<file path="src/rtl/gmux_sel_ctrl.sv">
// gmux_sel_ctrl: break-before-make select sequencer for NUM_CH global clock muxes.
// Define GMUX_SWCNT_EN to add the saturating 16-bit sw_cnt switch counter output.
module gmux_sel_ctrl #(
  parameter int NUM_CH = 4,
  parameter int CH_W   = $clog2(NUM_CH),
  parameter int GAP    = 4,
  parameter int DWELL  = 8
) (
  input  logic              QCK,
  input  logic              QRT,
  input  logic              req_valid,
  input  logic [CH_W-1:0]   req_ch,
  input  logic              req_en,
  output logic              req_ready,
  output logic [NUM_CH-1:0] IS,
  output logic [CH_W-1:0]   cur_ch,
  output logic              cur_en,
`ifdef GMUX_SWCNT_EN
  output logic [15:0]       sw_cnt,
`endif
  output logic              sel_err
);
  localparam int MX = (GAP > DWELL) ? GAP : DWELL;
  localparam int CW = $clog2(MX) + 1;
  typedef enum logic [1:0] {IDLE, DROP, HOLD} state_t;
  state_t r_state, w_state;
  logic [CW-1:0] r_cnt, w_cnt;
  logic [CH_W-1:0] r_tgt_ch, w_tgt_ch, r_cur_ch, w_cur_ch;
  logic [NUM_CH-1:0] r_is, w_is, w_hot;
  logic r_tgt_en, w_tgt_en, r_cur_en, w_cur_en, r_ready, w_ready, r_err, w_err;
  logic w_acc, w_oor, w_nop;
  assign w_acc = req_valid & r_ready;
  assign w_oor = req_en & (int'(req_ch) >= NUM_CH);
  assign w_nop = req_en ? (req_ch == r_cur_ch && r_cur_en) : !r_cur_en;
  assign w_hot = NUM_CH'(1) << r_tgt_ch;
  always_comb begin
    w_state  = r_state;
    w_cnt    = r_cnt;
    w_tgt_ch = r_tgt_ch;
    w_tgt_en = r_tgt_en;
    w_cur_ch = r_cur_ch;
    w_cur_en = r_cur_en;
    w_is     = r_is;
    w_ready  = r_ready;
    w_err    = 1'b0;
    case (r_state)
      IDLE: begin
        w_ready = 1'b1;
        w_err   = w_acc & w_oor;
        if (w_acc && !w_oor && !w_nop) begin
          w_state  = DROP;
          w_ready  = 1'b0;
          w_is     = '0;
          w_cnt    = CW'(GAP - 1);
          w_tgt_ch = req_ch;
          w_tgt_en = req_en;
        end
      end
      DROP: begin
        if (r_cnt != '0) w_cnt = r_cnt - CW'(1);
        else if (r_tgt_en) begin
          w_is     = w_hot;
          w_cur_ch = r_tgt_ch;
          w_cur_en = 1'b1;
          w_cnt    = CW'(DWELL - 1);
          w_state  = HOLD;
        end else begin
          w_cur_en = 1'b0;
          w_ready  = 1'b1;
          w_state  = IDLE;
        end
      end
      HOLD: begin
        if (r_cnt != '0) w_cnt = r_cnt - CW'(1);
        else begin
          w_ready = 1'b1;
          w_state = IDLE;
        end
      end
      default: w_state = IDLE;
    endcase
  end
  always_ff @(posedge QCK or posedge QRT) begin
    if (QRT) begin
      r_state  <= IDLE;
      r_cnt    <= '0;
      r_tgt_ch <= '0;
      r_tgt_en <= 1'b0;
      r_cur_ch <= '0;
      r_cur_en <= 1'b0;
      r_is     <= '0;
      r_ready  <= 1'b0;
      r_err    <= 1'b0;
    end else begin
      r_state  <= w_state;
      r_cnt    <= w_cnt;
      r_tgt_ch <= w_tgt_ch;
      r_tgt_en <= w_tgt_en;
      r_cur_ch <= w_cur_ch;
      r_cur_en <= w_cur_en;
      r_is     <= w_is;
      r_ready  <= w_ready;
      r_err    <= w_err;
    end
  end
`ifdef GMUX_SWCNT_EN
  logic [15:0] r_sw_cnt;
  always_ff @(posedge QCK or posedge QRT) begin
    if (QRT) r_sw_cnt <= '0;
    else if (r_state == DROP && w_state == HOLD && r_sw_cnt != 16'hFFFF) r_sw_cnt <= r_sw_cnt + 16'd1;
  end
  assign sw_cnt = r_sw_cnt;
`endif
  assign req_ready = r_ready;
  assign IS        = r_is;
  assign cur_ch    = r_cur_ch;
  assign cur_en    = r_cur_en;
  assign sel_err   = r_err;
endmodule

</file>
<file path="config.mk">
export PLATFORM = sky130hd
export DESIGN_NAME = gmux_sel_ctrl
export DESIGN_NICKNAME = d
export VERILOG_FILES = /design/src/rtl/gmux_sel_ctrl.sv
export SDC_FILE = /design/constraint.sdc
export NUM_CORES = 1
export LEC_CHECK = 0
export ABC_AREA = 0
export BUFFER_PORTS_ARGS = -buffer_cell sky130_fd_sc_hd__buf_2
export CAP_MARGIN = 10
export CORE_MARGIN = 3
export CORE_UTILIZATION = 48
export CTS_BUF_LIST = sky130_fd_sc_hd__clkbuf_8 sky130_fd_sc_hd__clkbuf_16
export DETAILED_ROUTE_END_ITERATION = 6
export PLACE_DENSITY = 0.8
export SLEW_MARGIN = 0
export SYNTH_ARGS = -nofsm -noshare
export SYNTH_HDL_FRONTEND = slang
export SYNTH_SLANG_ARGS = --single-unit
export TNS_END_PERCENT = 10
</file>
<file path="constraint.sdc">
create_clock -name QCK -period 3.1 [get_ports QCK]
set_input_delay 0.465 -clock QCK [delete_from_list [all_inputs] [get_ports QCK]]
set_output_delay 0.465 -clock QCK [all_outputs]
set_load 0.02 [all_outputs]
</file>
==> results.yml <==
status:
  status: "finished, final reports clean"
synthesis:
  synth.avg_cell_area_um2: 10.8
  synth.largest_area_cell: "dfrtp_1"
  syn-num-nets: 105
  ys_types: 38
  ys_seq_area_frac: 0.418
  syn-cell-area_mm2: 0.00102
  synthCells: 94
  ys_warn_count: 0
  synth.area.top_cells: "dfrtp_1, ha_1, mux2_1, mux2_2, nand2_1"
  ys_ff_latch: 17
  yosysTopAreaCellShare: 0.418
detailed_routing:
  drtPass1Iterations: 4
  vias: 770
  drc_errors: 0
  drtIter0Drc: 5
  ant_nets: 0
  viasPerCell: 5.66
  drt-total-wl_um: 1960
  post_drt_wl_per_cell_um: 14.4
sta:
  skew_ns: 0.000928
  whs_ns: 0.291
  final-hold-violation-count: 0
  rsz0062_at_grt: "no"
  drv_slew: 0
  clock.fmax_mhz: 506
  relSlewSlack: 0.563
  post-route-min-period_ns: 1.98
  setup_viol: 0
  setup_slack_ns: 1.12
  period_share: 0.637
  worst_slew_pin_slew_ns: 0.655
  final.setup.tns_ns: 0
worst_setup_path:
  critPathKind: "register to register"
  endpoint_kind: "register"
  cp_top_family: "flip-flops"
  start_kind: "register"
  arrival_ns: 2.11
  cp_slowest_stage_delay_ns: 0.40
  cp_max_fo: 14
  rr_startpoint: "r_state[1]"
  r2r_cells: 6
  cp_slowest_cell: "dfrtp_1"
  r2r_end: "r_cnt[1]"
  crit_cells: 6
  crit_buf_inv: 1
  reg2reg_slack_ns: 1.12
  cp_cell_sequence: "inv_1, ha_1, nor2b_1, o21ai_1, nand3_2, mux2_1"
  critPathRequiredTime_ns: 3.24
placed_design:
  port_buffers: 13
  dp_hpwl_um: 1530
  gp_congestion: 0.874
  place_ws_ns: 1.14
pwr:
  p_seq_frac: 0.360
  combPwrFrac: 0.476
  power.density_mw_per_mm2: 870
  vdd_drop_max_mv: 0.524
  pwr-share-clk: 0.164
  power_switching_mw: 0.410
  p_int_mw: 0.590
  p_leak_nw: 0.557
  p_total_mw: 1.00
  swShare: 0.410
floorplanning:
  initial_utilization: 0.513
  die_h_um: 52.0
  io_pins: 15
  die_x_um: 52.0
  fp.coreArea_mm2: 0.00198
  num_rows: 16
  dieArea_mm2: 0.00271
grt:
  grt_pass1_vias: 821
  antenna_found_initial: 0
  grt_usage: 0.174
  grt_pass1_wl_um: 3440
  overflow: 0
  grt_max_degree: 18
layout:
  layout_commonest_cell: "dfrtp_1"
  syn_to_final_growth_pct: 13.0
  layout-drive-gt1-share: 0.266
  n_antenna_cell: 0
  fillers: 171
  nets: 121
  final_cell_mix: "dfrtp_1, buf_2, nand2_1, inv_1"
run:
  maxCapViolCount: 0
clock_network:
  cts.sinks: 17
  cts_hold_buf: 0
  cts_tree: "built"
  cts-root-buf: "clkbuf_8"
  cts.htree.levels: 1
  clk_pin_slew_worst_paths_ns: 0.06
  clk_latency_ns: 0.25
  postCtsSetupBuffers: 0
  ctsResizeCount: 0
  cts_buffers: 3
  clk_path_buf_depth: 2
worst_hold_path:
  hold_path_class: "primary input to asynchronous set/reset pin"
==> through the flow <==
| step | utilization | area, um^2 | cells |
|---|---|---|---|
| 5_1_grt | 0.580 | 1150 | 136 |
| 3_3_place_gp | 0.557 | 1100 | 132 |
| 6_report | 0.580 | 1150 | 136 |
| 3_5_place_dp | 0.557 | 1100 | 132 |
| 4_1_cts | 0.580 | 1150 | 136 |
| 2_1_floorplan | - | 1020 | 94 |
==> kinds of logic after synthesis <==
kind of cell,synth area share
xor gates and xnor gates,0.0172
buffers and inverters,0.0332
muxes,0.125
adders and majority gates,0.0615
other,0.00369
DFF,0.418
and+or+nand+nor,0.165
AOI/OAI and AO/OA,0.176
==> final cells by class <==
class	count	area, um^2	share of cell area
tap	27	33.8	0.0294
clock inverter	1	3.75	0.00326
multi-input combinational	69	558	0.485
sequential	17	425	0.370
inverter	6	22.5	0.0196
timing repair buffer	13	65.1	0.0566
clock buffer	3	41.3	0.0359
==> layer usage <==
layer,vias up,track usage,share of wire
li1,372,-,-
met1,378,0.196,0.43
met2,15,0.299,0.51
met3,5,0.0401,0.034
met4,0,0.0961,0.020
met5,-,0,0
==> sequential cells by signal, summed over array words and instances (netlist names) <==
name       count
cur_en         1
r_cnt          4
req_ready      1
cur_ch         2
r_state        2
IS             4
r_tgt_ch       2
r_tgt_en       1
==> cell usage after synthesis <==
| master | n |
|---|---|
| a21boi_0 | 1 |
| a21o_1 | 1 |
| a21oi_1 | 1 |
| a21oi_2 | 1 |
| a21oi_4 | 1 |
| a2bb2oi_1 | 1 |
| a32o_1 | 1 |
| a32oi_2 | 1 |
| a41oi_1 | 3 |
| and3_1 | 2 |
| and3b_1 | 1 |
| buf_4 | 1 |
| clkbuf_1 | 1 |
| conb_1 | 1 |
| dfrtp_1 | 17 |
| ha_1 | 5 |
| inv_1 | 6 |
| mux2_1 | 5 |
| mux2_2 | 5 |
| mux2_4 | 1 |
| nand2_1 | 7 |
| nand2b_1 | 2 |
| nand3_1 | 2 |
| nand3_2 | 2 |
| nand4_1 | 1 |
| nor2_1 | 4 |
| nor2b_1 | 3 |
| nor3b_1 | 1 |
| nor3b_2 | 1 |
| nor4_1 | 1 |
| o211ai_1 | 1 |
| o21ai_0 | 4 |
| o21ai_1 | 2 |
| o221ai_1 | 1 |
| o2bb2ai_1 | 2 |
| o31a_1 | 1 |
| or3b_4 | 1 |
| xnor2_1 | 2 |
==> power groups by stage <==
| stage | Combinational, mW | Sequential [mW] | Clock (mW) |
|---|---|---|---|
| after floorplan | 0.347 | 0.380 | 0 |
| after global placement | 0.466 | 0.361 | 0 |
| after detailed placement | 0.476 | 0.364 | 0 |
| after CTS | 0.482 | 0.360 | 0.169 |
| after global routing | 0.530 | 0.371 | 0.178 |
| final | 0.476 | 0.360 | 0.164 |
==> worst max path at each step <==
stage               endpoint  slack [ns]        from
floorplan              IS[0]        1.31  r_state[0]
global placement       IS[1]        1.20  r_state[1]
detailed placement     IS[0]        1.14  r_state[0]
CTS                    IS[0]        1.11  r_state[1]
global route        r_cnt[1]        1.01  r_state[1]
finish              r_cnt[1]        1.12  r_state[1]
==> worst register-to-register path, cell delays in order, from the launching register on <==
cell	delay (ns)
dfrtp_1	0.40
inv_1	0.10
ha_1	0.34
nor2b_1	0.20
o21ai_1	0.31
nand3_2	0.17
mux2_1	0.34
Note: power is estimated with default switching activity, not from simulation.
